$ cat config.mk
export PLATFORM = sky130hd
export DESIGN_NAME = ss_scroll_ctrl
export DESIGN_NICKNAME = d
export VERILOG_FILES = /design/src/rtl/ss_scroll_ctrl.sv
export SDC_FILE = /design/constraint.sdc
export NUM_CORES = 1
export LEC_CHECK = 0
export BUFFER_PORTS_ARGS = -buffer_cell sky130_fd_sc_hd__buf_2
export CORE_ASPECT_RATIO = 1.2
export CORE_MARGIN = 4
export CORE_UTILIZATION = 60
export CTS_CLUSTER_DIAMETER = 80
export CTS_CLUSTER_SIZE = 8
export DETAILED_ROUTE_END_ITERATION = 8
export GPL_TIMING_DRIVEN = 1
export PLACE_DENSITY = 0.82
export SLEW_MARGIN = 40
export SYNTH_ARGS = -nofsm -noshare
export SYNTH_HDL_FRONTEND = slang
export SYNTH_SLANG_ARGS = --single-unit
$ cat constraint.sdc
create_clock -name clk -period 5.05 [get_ports clk]
set_input_delay 1.01 -clock clk [delete_from_list [all_inputs] [get_ports clk]]
set_output_delay 1.01 -clock clk [all_outputs]
set_load 0.005 [all_outputs]
$ cat src/rtl/ss_scroll_ctrl.sv
// ss_scroll_ctrl: scrolls a host-written message of 5-bit glyph codes across a row of seven-segment digits.
//   clk      : sole clock, rising edge
//   rst_n    : asynchronous active-low reset
//   wr_en    : buffer write strobe, honoured only while idle
//   wr_addr  : buffer write address
//   wr_data  : glyph code to write
//   msg_len  : message length in glyphs, clamped to MSG_MAX, sampled at start
//   loop     : 1 = repeat forever, 0 = one pass, sampled at start
//   start    : begin scrolling (level)
//   stop     : abort scrolling, outranks tick and start
//   busy     : high while scrolling
//   done     : one-cycle pulse at the end of a one-shot pass
//   codes    : codes[5*j +: 5] drives digit j, j=0 leftmost
module ss_scroll_ctrl #(
    parameter int DIGITS  = 4,
    parameter int MSG_MAX = 16,
    parameter int DIV     = 50_000_000
) (
    input  logic                       clk,
    input  logic                       rst_n,
    input  logic                       wr_en,
    input  logic [$clog2(MSG_MAX)-1:0] wr_addr,
    input  logic [4:0]                 wr_data,
    input  logic [$clog2(MSG_MAX):0]   msg_len,
    input  logic                       loop,
    input  logic                       start,
    input  logic                       stop,
    output logic                       busy,
    output logic                       done,
    output logic [5*DIGITS-1:0]        codes
);
    localparam int AW = $clog2(MSG_MAX);
    localparam int PW = $clog2(MSG_MAX + DIGITS) + 1;
    localparam int CW = DIV > 1 ? $clog2(DIV) : 1;
    localparam logic [4:0] BLANK = 5'd30;

    typedef enum logic {IDLE, SCROLL} state_t;

    state_t          state;
    logic [4:0]      buf_q [MSG_MAX];
    logic [AW:0]     len_q;
    logic            loop_q;
    logic [CW-1:0]   pre;
    logic [PW-1:0]   p;
    logic [AW:0]     len_eff;
    logic [PW-1:0]   n_len;
    logic            tick;
    logic            last;
    logic [5*DIGITS-1:0] window;

    assign len_eff = msg_len > (AW+1)'(MSG_MAX) ? (AW+1)'(MSG_MAX) : msg_len;
    assign n_len   = PW'(len_q) + PW'(DIGITS);
    assign tick    = pre == CW'(DIV - 1);
    assign last    = p == n_len - PW'(1);

    // Stream position p+j never reaches 2N because p < N and j < DIGITS <= N,
    // so one conditional subtract is a full modulo. The first DIGITS stream
    // slots are leading blanks; the rest index the buffer.
    for (genvar j = 0; j < DIGITS; j++) begin : g_win
        logic [PW-1:0] sum;
        logic [PW-1:0] idx;
        logic [AW-1:0] off;
        assign sum = p + PW'(j);
        assign idx = sum >= n_len ? sum - n_len : sum;
        assign off = AW'(idx - PW'(DIGITS));
        assign window[5*j +: 5] = idx < PW'(DIGITS) ? BLANK : buf_q[off];
    end

    always_ff @(posedge clk or negedge rst_n) begin
        if (!rst_n) begin
            state  <= IDLE;
            len_q  <= '0;
            loop_q <= 1'b0;
            pre    <= '0;
            p      <= '0;
            busy   <= 1'b0;
            done   <= 1'b0;
            codes  <= {DIGITS{BLANK}};
            for (int i = 0; i < MSG_MAX; i++) buf_q[i] <= BLANK;
        end else begin
            done  <= 1'b0;
            // codes follow p with one cycle of latency and go blank once idle
            codes <= state == SCROLL ? window : {DIGITS{BLANK}};
            if (wr_en && state == IDLE) buf_q[wr_addr] <= wr_data;
            if (state == IDLE) begin
                pre <= '0;
                p   <= '0;
                if (start && !stop && len_eff != '0) begin
                    state  <= SCROLL;
                    busy   <= 1'b1;
                    len_q  <= len_eff;
                    loop_q <= loop;
                end
            end else if (stop) begin
                state <= IDLE;
                busy  <= 1'b0;
                pre   <= '0;
                p     <= '0;
            end else if (tick) begin
                pre <= '0;
                if (last && !loop_q) begin
                    state <= IDLE;
                    busy  <= 1'b0;
                    done  <= 1'b1;
                    p     <= '0;
                end else begin
                    p <= last ? '0 : p + PW'(1);
                end
            end else begin
                pre <= pre + CW'(1);
            end
        end
    end
endmodule

Word-level counts from Yosys, hierarchy flattened

Cells that the tools add are included.

Add/subtract/negate cells: 14
$mul: 0
Div/mod/pow operators: 0
$lt $le $gt $ge: 15
Equal/unequal tests: 4
Shifts and indexed selects: 0
Mux-type cells: 47
Bitwise operators: 6
Reductions and logical operators: 11

Operator list:

| operator              | count |
|---|---|
| $bmux 5 s4            | 4 |
| $bwmux 80             | 1 |
| $mux 26               | 3 |
| $mux 5                | 14 |
| $mux 6                | 9 |
| $add 26x1->26 const B | 1 |
| $eq 26x26->1 const B  | 1 |
| $ge 5x5->1 const B    | 5 |
| $not 4->5             | 5 |
| $ge 6x6->1            | 4 |
| $lt 6x3->1 const B    | 4 |
| $sub 6x6->6           | 4 |
| $demux 5 s4           | 1 |
| $mux 20               | 1 |
| $sub 4x3->4 const B   | 4 |
| $mux 1                | 14 |
| $add 6x2->6 const B   | 2 |
| $add 5x3->6 const B   | 1 |
| $add 6x1->6 const B   | 1 |
| $eq 6x6->1            | 1 |
| $ne 3x2->1 const B    | 2 |
| $sub 6x1->6 const B   | 1 |
| $gt 5x5->1 const B    | 1 |
| $logic_and 1x1->1     | 5 |
| 7 further kinds       | 8 |

Bits in registers: 141
Bits in latches: 0
Memory bits (writable): 0
Memory bits (read-only): 0
Output and inout port bits: 22
Logic and storage cells: 121
Memories: 0

Longest topological paths before layout

Gate-level depths: netlist of run 1.

Depth in word-level cells: 10
Depth in mapped cells: 18
Gate-level depth less buffers: 17

Least setup slack after synthesis of run 1

No wires, ideal clock.

Path type: flip-flop to flip-flop
From: register p[0]
To: register codes[6]
Library setup time: 94 ps
Data arrival time: 3987 ps
Data required time: 4956 ps
Setup slack: 969 ps
Stages on the path, launching flop included: 16
Buffers on the path: 3
Cells stage by stage: dfrtp_1 > clkbuf_1 > inv_1 > ha_1 > fa_1 > o21a_4 > nor2_8 > mux2_4 > inv_2 > buf_6 > ha_1 > a211o_1 > clkbuf_2 > a211oi_1 > or4_1 > or4b_1

Word-level cells in the longest chain between the ends: 10
Elaborated cells between the ends (all ways): 12

RTL lines:

| element                                   | RTL line | RTL |
|---|---|---|
| from (decl)                               | 44       | `logic [PW-1:0] p;` |
| from (signal assigned)                    | 107      | `p <= last ? '0 : p + PW'(1);` |
| $add 6x1->6 *                             | 63       | `assign sum = p + PW'(j);` |
| $sub 6x6->6 or $ge 6x6->1 (tied branches) | 64       | `assign idx = sum >= n_len ? sum - n_len : sum;` |
| $mux 6 *                                  | 64       |  |
| $sub 4x3->4                               | 65       | `assign off = AW'(idx - PW'(DIGITS));` |
| $not 4->5 (implied by the code)           | 66       | `assign window[5*j +: 5] = idx < PW'(DIGITS) ? BLANK : buf_q[off];` |
| $bmux 5 s4                                | 66       |  |
| $mux 5 (implied by the code) (2 in a row) | 66       |  |
| $mux 5 *                                  | 66       |  |
| $mux 20 *                                 | 83       | `codes <= state == SCROLL ? window : {DIGITS{BLANK}};` |
| to (signal assigned)                      | 78       | `codes <= {DIGITS{BLANK}};` |
| to (signal assigned)                      | 83       |  |
| to (decl)                                 | 30       | `output logic [5*DIGITS-1:0] codes` |

Mark *: on every way between the ends. The rest lies on a longest branch, timed or not. The select of a mux whose other input is x is not followed.
A chain may end at the register's enable or synchronous reset.

Worst setup path in the final report of run 1

From: register p[1]
To: register codes[16]

Word-level cells in the longest chain between the ends: 10
Elaborated cells between the ends (all ways): 12

RTL lines:

| element                                   | RTL line |
|---|---|
| $add 6x2->6 *                             | 63 |
| $sub 6x6->6 or $ge 6x6->1 (tied branches) | 64 |
| $mux 6 *                                  | 64 |
| $sub 4x3->4                               | 65 |
| $not 4->5 (implied by the code)           | 66 |
| $bmux 5 s4                                | 66 |
| $mux 5 (implied by the code) (2 in a row) | 66 |
| $mux 5 *                                  | 66 |
| $mux 20 *                                 | 83 |

Marked as above.

==> summary.txt, run 1 <==
Worst setup path
  • Kind of critical path: reg -> reg
  • Critical Path End Type: flop
  • CP required: 5340 ps
  • Reg2Reg Setup Slack: 370 ps
  • Max FO, Critical Path: 15
  • Crit start category: flop
  • Crit path arrival time: 4960 ps

STA
  • Final hold viol count: 0
  • Skew final: 11.2 ps
  • Setup TNS Final: 0 ps
  • Max Slew Vio Count: 0
  • Max-slew headroom at the worst pin: 42.4%
  • RSZ-0062 raised after global routing: no
  • FMAX: 0.214 GHz
  • Slew of the pin with the lowest slew margin: 858 ps
  • Tcrit/Tclk final: 92.7%
  • Final Critical Period: 4680 ps
  • Final setup vio count: 0

Pwr
  • Pwr dens: 388 nW/um^2
  • Leak Pwr: 4.78 nW
  • Maximum vdd drop: 0.338 mV
  • Pwr Total: 0.00459 W

Status
  • Status: complete, no violations

Route
  • Met1 WL: 14000 um
  • Vias/cell: 7.22
  • Detailed Route Iter0 Violations: 1371
  • Routed WL per cell: 25.4 um
  • Vias after detailed routing: 10300
  • Highest routed layer: met4
  • Metal3 WL: 4160 um
  • ANT nets after route: 0
  • # DRC: 0
  • Metal2 WL: 16100 um
  • Drt pass-1 iters: 5
  • DRT Wirelength: 36400 um

GRT
  • GRT Overall Usage: 36.2%
  • Antenna violations before repair: 1
  • Vias in the first global route: 9633
  • First-pass GRT wire length: 55800 um
  • Largest net degree at the start of global routing: 88
  • Grt ovf: 0

Die
  • Die width: 130 um
  • Starting density of the core: 61.0%
  • Die H: 154 um
  • Row cnt: 53
  • Ports: 42
  • Die area: 20000 um^2
  • Core area: 17500 um^2

Clock tree
  • CTS Buf Count: 17
  • Root Buffer Master: clkbuf_16
  • Clock Sinks: 141
  • CTS tree: yes
  • Worst-Skew Late Latency: 440 ps
  • CTS clk-pin slew, worst paths: 70 ps
  • CTS max path bufs: 2
  • H-tree depth: 4

Finish
  • Post-Layout Cell Count: 1429
  • Area delta synth->final: 10.8%
  • FILL cells: 1409
  • Nets@finish: 1251
  • Share of layout cells above drive strength 1: 26.5%
  • Post-layout util: 67.6%

Synth
  • Syn avg cell area: 9.14 um^2
  • EDFF count, synth: 0
  • Flops & latches, synth: 141
  • Synth top area cells: dfstp_2 (20%), dfrtp_1 (14%), mux2_2 (11%)
  • Part of the Yosys area used for sequential elements: 34.0%
  • Share of the synthesized area in the top cell type: 19.7%
  • Post-Synthesis Cells: 1169
  • Syn Nets: 1226
  • Most common flop cell mapped by yosys: dfstp_2
  • Yosys Warn Count: 0
  • Mapped Area: 10700 um^2
  • Netlist cell types: 73
  • Cell taking the most area after synthesis: dfstp_2
  • Asr flop ratio synth: 100%

Flow run
  • Max_cap viols: 0

Placed design
  • Placed cells: 1393
  • Post-DP HPWL: 26200 um
  • Port Buffer Count: 41
  • GPL Wtd Cong: 1.11

Min path
  • Hold Crit Class: in -> async
worst max-delay path: stages, from the launching register on:
cell and delay (ps):
dfrtp_1 520, inv_1 230, ha_1 250, a21oi_1 250, nor2_1 80, xor2_1 240
ha_1 330, a21oi_1 220, o21ai_0 220, o21ai_0 630, and2_1 640, nor3_1 230
a32o_1 270, o31ai_1 410
what timing repair did:
| item | 4_1_cts | 5_1_grt |
|---|---|---|
| hold endpoints to repair | 0 | 0 |
| gates resized for setup | 0 | 1 |
| hold buffers | 0 | 0 |
| setup endpoints to repair | 0 | 1 |
| buffers inserted | 0 | 0 |
metrics by stage:
| step | instance area, um^2 | hold WS, ps | setup slack, ps |
|---|---|---|---|
| after floorplan | 10700 | 455 | 969 |
| after global placement | 11200 | 476 | 603 |
| after detailed placement | 11200 | 474 | 503 |
| after CTS | 11800 | 483 | 434 |
| after global routing | 11800 | 412 | 97.4 |
| final | 11800 | 408 | 371 |
placed cells by master, fill, tap and decap left out, drive strengths merged, types with 39 or more instances in the layout:
cell type	synthesis	routed
dfrtp	61	61
nand3	119	119
buf	14	75
a21oi	39	39
nand2	78	78
mux2	109	109
o21ai	104	104
nor2	46	46
dfstp	80	80
a211oi	43	43
inv	33	41
cell usage after synthesis, types with 6 or more instances:
library cell / number
a2111o_1: 12
a2111oi_0: 16
a211oi_1: 42
a21boi_0: 6
a21oi_1: 39
and3_1: 26
buf_2: 9
clkbuf_1: 54
dfrtp_1: 61
dfstp_2: 80
ha_1: 33
inv_1: 31
mux2_2: 107
mux2i_1: 37
nand2_1: 78
nand2b_1: 9
nand3_1: 119
nand4_1: 38
nor2_1: 45
nor2b_1: 16
nor3_1: 17
o21ai_0: 99
o22ai_1: 18
o31ai_1: 11
or3_1: 9
or4_1: 7
xnor2_1: 18
xor2_1: 28
worst paths after layout:
path / start / end / depth (start not counted)
max: p[1] / codes[16] / 13
min: rst_n / codes[5] / 1
max reg2reg: p[1] / codes[16] / 13
min reg2reg: pre[0] / pre[0] / 1
max in group asynchronous: rst_n / buf_q[21] / 3
min in group clk: pre[0] / pre[0] / 1
where the power goes:
part | switching (W) | leakage [nW] | internal, W
Sequential | 0.000430 | 1.65 | 0.00144
Clock | 0.000597 | 0.303 | 0.000757
Combinational | 0.000762 | 2.83 | 0.000608
sequential cells by signal, indices dropped and copies added (netlist names):
signal and count:
buf_q 80, busy 1, codes 20, done 1
len_q 5, loop_q 1, p 6, pre 26
state 1
cell type report:
type / count / area, um^2 / area share (%)
Multi-Input combinational cell: 926 / 6690 / 56.5
Sequential cell: 141 / 3630 / 30.7
Timing Repair Buffer: 75 / 497 / 4.20
Clock buffer: 17 / 425 / 3.59
Tap cell: 220 / 275 / 2.33
Clock inverter: 15 / 195 / 1.65
Inverter: 33 / 124 / 1.05
Antenna cell: 2 / 5.00 / 0.0423
per-layer routing:
layer	vias to the layer above	track usage (%)
met5	-	0
met4	0	18.5
met3	167	7.94
met2	742	54.1
met1	4895	49.4
li1	4508	-
cells by family (layout without fill, tap and decap cells):
logic type | count (synthesis) | count (layout) | synth area share (%)
compound gates | 302 | 302 | 19.1
xor+xnor | 46 | 46 | 3.77
fa+ha+maj | 37 | 37 | 4.61
buf+inv | 102 | 140 | 3.77
flops | 141 | 141 | 34.0
mux | 150 | 150 | 15.8
other cells | 0 | 2 | 0
simple gates | 391 | 391 | 19.0
No activity file was read; power rests on OpenSTA's default activity.
==> run 2, diff against run 1 <==
--- a/config.mk
+++ b/config.mk
@@ -13,7 +13,7 @@
 export CTS_CLUSTER_SIZE = 8
 export DETAILED_ROUTE_END_ITERATION = 8
 export GPL_TIMING_DRIVEN = 1
-export PLACE_DENSITY = 0.82
+export PLACE_DENSITY = 0.75
 export SLEW_MARGIN = 40
 export SYNTH_ARGS = -nofsm -noshare
 export SYNTH_HDL_FRONTEND = slang
==> summary.txt, run 2 (synthesized netlist as in run 1, its figures left out) <==
Status
  • Status: complete, no violations

Die
  • Starting density of the core: 61.0% (unchanged)
  • Die H: 154 um (unchanged)
  • Die width: 130 um (unchanged)
  • Core area: 17500 um^2 (unchanged)
  • Row cnt: 53 (unchanged)
  • Ports: 42 (unchanged)
  • Die area: 20000 um^2 (unchanged)

STA
  • Tcrit/Tclk final: 92.9% (+0.27 points)
  • Max-slew headroom at the worst pin: 43.2% (+0.72 points)
  • RSZ-0062 raised after global routing: no
  • Setup TNS Final: 0 ps (unchanged)
  • Skew final: 17.5 ps (+6.33 ps)
  • Final Critical Period: 4690 ps (+13.9 ps)
  • FMAX: 0.213 GHz (-0.30%)
  • Final hold viol count: 0 (unchanged)
  • Slew of the pin with the lowest slew margin: 851 ps (-7.11 ps)
  • Max Slew Vio Count: 0 (unchanged)
  • Worst setup margin: 357 ps (-13.9 ps)
  • Final setup vio count: 0 (unchanged)

Finish
  • Biggest registers after layout: buf_q: 80 flops, pre: 26 flops, codes: 20 flops
  • Number of flip-flops in the largest register: 80 (unchanged)
  • Share of layout cells above drive strength 1: 26.7% (+0.14 points)
  • Largest Register: buf_q
  • Most frequent cells in the layout: nand3_1 (119), mux2_2 (107), o21ai_0 (98)
  • Nets@finish: 1252 (+0.080%)
  • Most common cell after layout, fill and taps aside: nand3_1
  • Area delta synth->final: 10.3%

Clock tree
  • CTS max path bufs: 2 (unchanged)
  • CTS Buf Count: 17 (unchanged)
  • Root Buffer Master: clkbuf_16
  • Worst-Skew Late Latency: 440 ps (about the same)
  • CTS Hold Bufs: 0 (unchanged)
  • H-tree depth: 4 (unchanged)
  • CTS clk-pin slew, worst paths: 80 ps (about the same)
  • CTS tree: yes
  • Clock Sinks: 141 (unchanged)

Pwr
  • Leak Pwr: 4.76 nW (-0.52%)
  • Comb pwr share: 30.7% (+0.9 points)
  • Switching pwr: 0.00184 W (+2.8%)
  • Switching power share of the total: 40.3% (+1.4 points)
  • Pwr dens: 386 nW/um^2 (-0.44%)
  • Maximum vdd drop: 0.318 mV (-5.8%)
  • Int Pwr: 0.00272 W (-3.1%)
  • Clock share of power: 27.7% (-1.8 points)
  • Flop pwr share: 41.6% (+0.9 points)

Flow run
  • Max_cap viols: 0 (unchanged)

Route
  • Drt pass-1 iters: 5 (unchanged)
  • Detailed Route Iter0 Violations: 1189 (-13%)
  • Routed WL per cell: 26.4 um (+3.7%)
  • ANT nets after route: 0 (unchanged)
  • DRT Wirelength: 37700 um (+3.7%)
  • Vias after detailed routing: 10400 (+0.37%)
  • # DRC: 0 (unchanged)
  • Vias/cell: 7.24 (+0.37%)

GRT
  • GRT Overall Usage: 38.2% (+2.0 points)
  • Antenna violations before repair: 1 (unchanged)
  • M2 GR Usage: 57.8% (+3.7 points)
  • Gr busiest metal: met2
  • First-pass GRT wire length: 57800 um (+3.6%)
  • Met1 Track Usage GR: 53.1% (+3.7 points)
  • Met3 usage: 7.08% (-0.86 points)
  • Vias in the first global route: 9704 (+0.74%)
  • Grt ovf: 0 (unchanged)
  • Largest net degree at the start of global routing: 67 (-24%)

Worst setup path
  • Crit start category: flop
  • Critical Path End Type: flop
  • Max FO, Critical Path: 10 (-5)
  • Crit path arrival time: 5000 ps (+40 ps)
  • Kind of critical path: reg -> reg
  • CP required: 5360 ps (+20 ps)

Placed design
  • Post-DP HPWL: 27500 um (+4.9%)
  • Port Buffer Count: 41 (unchanged)
  • Pre-CTS setup slack: 464 ps (-39.1 ps)
  • GPL Wtd Cong: 1.07 (-3.5%)

Min path
  • Hold Crit Class: reg -> reg
## run 2: cell count changes in the layout (fill, tap and decap cells not counted), sizes merged
cell	change
bufinv	-2
inv	+1
clkinvlp	+1
buf	+1
diode	-1
## run 2: area by class of cell
| class | instances | area (um^2) |
|---|---|---|
| clock inverters | 15 | 171 |
| diodes | 1 | 2.50 |
| clock buffers | 17 | 425 |
| flip-flops and latches | 141 | 3630 |
| fillers | 1427 | 5720 |
| repair buffers | 76 | 472 |
| multi-input cells | 926 | 6690 |
| well taps | 220 | 275 |
| inverters | 33 | 124 |
## run 2: final timing paths
kind / to / slack (ps) / cells past startpoint / from
setup / recovery: codes[0] / 360 / 14 / len_q[2]
hold / removal: pre[0] / 490 / 1 / pre[0]
setup reg to reg: codes[0] / 360 / 14 / len_q[2]
hold reg to reg: pre[0] / 490 / 1 / pre[0]
max in group asynchronous: codes[4] / 3470 / 2 / rst_n
min in group asynchronous: codes[10] / 550 / 1 / rst_n
## run 2: repair_timing
| action | CTS | global route |
|---|---|---|
| setup buffers | 0 | 0 |
| gates resized for setup | 0 | 1 |
| setup endpoints to repair | 0 | 1 |
## run 2: per-stage QoR
step	std cells	cell area [um^2]	util (%)	hold slack (ps)	power (W)
final	1429	11800	67.3	492	0.00456
after global routing	1428	11800	67.3	540	0.00472
after CTS	1427	11800	67.3	496	0.00448
after detailed placement	1395	11200	63.9	487	0.00322
after global placement	1395	11200	63.8	482	0.00320
after floorplan	1169	10700	-	455	0.00259
## run 2: critical path: stages (launching register included)
cell and delay (ps):
dfrtp_1 530, ha_1 390, inv_1 250, ha_1 360, a21oi_1 220, nor2_1 160, o31ai_1 480, nand2_1 220
inv_1 190, ha_1 330, inv_1 190, a221oi_1 160, a21boi_0 210, or4b_1 520, o31a_1 340
## run 2: per-layer routing
| metal | up-vias | share of wire [%] |
|---|---|---|
| met1 | 5064 | 40 |
| li1 | 4505 | - |
| met5 | - | 0 |
| met4 | 0 | 5.5 |
| met3 | 144 | 9.7 |
| met2 | 637 | 45 |
## run 2: power by group through the flow
stage | combinational (W) | sequential (W) | clock (W)
detailed placement | 0.00136 | 0.00186 | 0
CTS | 0.00137 | 0.00185 | 0.00127
floorplan | 0.000987 | 0.00160 | 0
global placement | 0.00134 | 0.00186 | 0
finish | 0.00140 | 0.00189 | 0.00126
global route | 0.00151 | 0.00189 | 0.00132
==> run 3, diff against run 2 <==
--- a/config.mk
+++ b/config.mk
@@ -5,7 +5,9 @@
 export SDC_FILE = /design/constraint.sdc
 export NUM_CORES = 1
 export LEC_CHECK = 0
+export ABC_AREA = 1
 export BUFFER_PORTS_ARGS = -buffer_cell sky130_fd_sc_hd__buf_2
+export CAP_MARGIN = 20
 export CORE_ASPECT_RATIO = 1.2
 export CORE_MARGIN = 4
 export CORE_UTILIZATION = 60
==> summary.txt, run 3 <==
Status
  • Status: finished, violations left
  • Failing checks: DRC

Synth
  • Asr flop ratio synth: 100% (unchanged)
  • Netlist cell types: 48 (-34%)
  • Count leader, synth: nand2_1
  • EDFF count, synth: 0 (unchanged)
  • Syn avg cell area: 6.79 um^2 (-26%)
  • Share of the synthesized area in the top cell type: 19.4% (-0.23 points)
  • Cell taking the most area after synthesis: dfstp_2
  • Flops & latches, synth: 141 (unchanged)
  • Part of the Yosys area used for sequential elements: 33.6% (-0.39 points)
  • Yosys Warn Count: 0 (unchanged)
  • Top post-synthesis cells by count: nand2_1 (540), nand3_1 (328), inv_1 (143), o21ai_0 (93), dfstp_2 (80)
  • Synth top area cells: dfstp_2 (19%), nand2_1 (19%), nand3_1 (15%)
  • Post-Synthesis Cells: 1593 (+36%)
  • Most common flop cell mapped by yosys: dfstp_2
  • Syn Nets: 1650 (+35%)
  • Mapped Area: 10800 um^2 (+1.2%)

Route
  • # DRC: 1 (+1)
  • Routed WL per cell: 19.3 um (-27%)
  • Drt pass-1 iters: 9 (+4)
  • Vias after detailed routing: 11000 (+6.2%)
  • Vias/cell: 5.99 (-17%)
  • Metal2 WL: 16600 um (-2.4%)
  • Met1 WL: 13700 um (-8.5%)
  • Detailed Route Iter0 Violations: 1450 (+22%)
  • ANT nets after route: 0 (unchanged)
  • Metal3 WL: 2580 um (-29%)
  • Highest routed layer: met4
  • DRT Wirelength: 35400 um (-6.0%)

Placed design
  • Post-DP HPWL: 25300 um (-8.0%)
  • GPL Wtd Cong: 1.06 (-1.4%)
  • Port Buffer Count: 41 (unchanged)

Clock tree
  • Resized cells post-CTS: 0 (unchanged)
  • Postcts setup bufs: 0 (unchanged)
  • Root Buffer Master: clkbuf_16
  • CTS clk-pin slew, worst paths: 70 ps (about the same)
  • Clock Sinks: 141 (unchanged)
  • CTS Hold Bufs: 0 (unchanged)
  • CTS max path bufs: 2 (unchanged)
  • CTS Buf Count: 17 (unchanged)
  • CTS tree: yes
  • Worst-Skew Late Latency: 430 ps (about the same)
  • H-tree depth: 4 (unchanged)

Finish
  • Area delta synth->final: 7.14%
  • FF/Latch Area: 3630 um^2 (unchanged)
  • Share of layout cells above drive strength 1: 13.9% (-13 points)
  • Number of flip-flops in the largest register: 80 (unchanged)
  • N_diodes: 0 (-1)
  • Most common cell after layout, fill and taps aside: nand2_1
  • Most frequent cells in the layout: nand2_1 (536), nand3_1 (328), inv_1 (143)
  • Biggest registers after layout: buf_q: 80 flops, pre: 26 flops, codes: 20 flops
  • FILL cells: 1628 (+14%)
  • Largest Register: buf_q
  • Area occupied by multi-input gates: 6150 um^2 (-8.2%)
  • Nets@finish: 1659 (+33%)

Worst setup path
  • Reg2Reg Setup Slack: 930 ps (+570 ps)
  • Crit start category: flop
  • Reg2Reg Capture Point: codes[11]
  • R2R depth: 15 (+1)
  • Max FO, Critical Path: 21 (+11)
  • CP required: 5360 ps (about the same)
  • Critical Path End Type: flop
  • Kind of critical path: reg -> reg
  • Reg-to-reg startpoint: len_q[2]
  • Crit path arrival time: 4430 ps (-570 ps)

Die
  • Die area: 20200 um^2 (+1.1%)
  • Ports: 42 (unchanged)
  • Die width: 131 um (+0.54%)
  • Die H: 155 um (+0.55%)
  • Core area: 17600 um^2 (+0.76%)
  • Starting density of the core: 61.3% (+0.24 points)
  • Row cnt: 53 (unchanged)

STA
  • Hold WS: 473 ps (-18.4 ps)
  • Tcrit/Tclk final: 81.7% (-11 points)
  • Final Critical Period: 4120 ps (-569 ps)
  • Final setup vio count: 0 (unchanged)
  • FMAX: 0.242 GHz (+14%)
  • Skew final: 12.1 ps (-5.45 ps)
  • Final hold viol count: 0 (unchanged)
  • RSZ-0062 raised after global routing: no
  • Slew of the pin with the lowest slew margin: 872 ps (+20.9 ps)
  • Setup TNS Final: 0 ps (unchanged)
  • Max Slew Vio Count: 0 (unchanged)
  • Max-slew headroom at the worst pin: 41.9% (-1.3 points)

GRT
  • Vias in the first global route: 10300 (+6.6%)
  • Antenna violations before repair: 0 (-1)
  • Largest net degree at the start of global routing: 88 (+31%)
  • Grt ovf: 0 (unchanged)
  • First-pass GRT wire length: 55900 um (-3.3%)
  • GRT Overall Usage: 35.4% (-2.8 points)

Pwr
  • Maximum vdd drop: 0.240 mV (-25%)
  • Leak Pwr: 5.52 nW (+16%)
  • Pwr dens: 378 nW/um^2 (-2.2%)

Flow run
  • Max_cap viols: 0 (unchanged)

Min path
  • Hold Crit Class: reg -> reg
  • Hold Path Depth: 1 (unchanged)
  • Min-Delay Endpoint: pre[0]
  • Min-delay src: pre[0]
run 3: cell count changes after synthesis, sizes merged, moves of 29 or more:
cell and change:
clkbuf -49, nor2 +29, a211oi -41, buf +47
inv +117, nand3 +213, nand2 +479, mux2i -37
mux2 -109
run 3: where the power goes:
group	leakage, nW	total, W	switching, W	internal [W]
combinational	3.57	0.00147	0.00100	0.000465
sequential	1.66	0.00157	0.000162	0.00141
clock	0.296	0.00134	0.000558	0.000784
total	5.52	0.00438	0.00172	0.00266
run 3: cell families after synthesis:
kind of cell             count (synthesis)  share of synthesized area (%)
AND/OR/NAND/NOR                       1007                           41.0
buffers and inverters                  218                           9.80
AO/OA/AOI/OAI                          154                           8.07
flip-flops                             141                           33.6
adder cells (fa/ha/maj)                 37                           4.56
XOR/XNOR                                36                           2.99
run 3: critical path: stages (launching register included):
cell     delay (ps)
dfrtp_1         530
ha_1            290
xnor2_1         660
ha_1            340
nand2_1         100
nor2_1          160
nand2_2         100
nand3_2         220
nand2_1          80
nand2_1         570
buf_4           390
nand2_1          80
nand3_1          90
nand3_1          90
nand3_1         150
nand3_1         150
run 3: layer usage:
layer,global-route usage (%),vias to the layer above
met2,56.3,548
met5,0,-
met1,43.8,5059
li1,-,5218
met4,23.2,0
met3,6.18,169
run 3: worst max-delay path by stage:
stage / from / endpoint / slack (ps)
3_3_place_gp: len_q[2] / codes[11] / 1000
3_5_place_dp: len_q[2] / codes[11] / 980
4_1_cts: len_q[2] / codes[11] / 940
6_report: len_q[2] / codes[11] / 930
5_1_grt: len_q[2] / codes[11] / 730
2_1_floorplan: p[1] / codes[15] / 1760
run 3: cell type report:
class,count,area share (%)
Clock buffer,20,4.04
Clock inverter,12,1.27
Inverter,151,4.94
Multi-Input combinational cell,1234,53.1
Sequential cell,141,31.3
Tap cell,220,2.38
Timing Repair Buffer,57,2.97
run 3: metrics by stage:
stage	util, %	area [um^2]	worst slack [ps]	cells	total power, W
CTS	65.6	11600	939	1835	0.00435
global route	65.7	11600	726	1835	0.00460
floorplan	-	10800	1760	1593	0.00256
finish	65.7	11600	926	1835	0.00438
detailed placement	62.1	11000	982	1803	0.00300
global placement	62.0	10900	1000	1803	0.00297
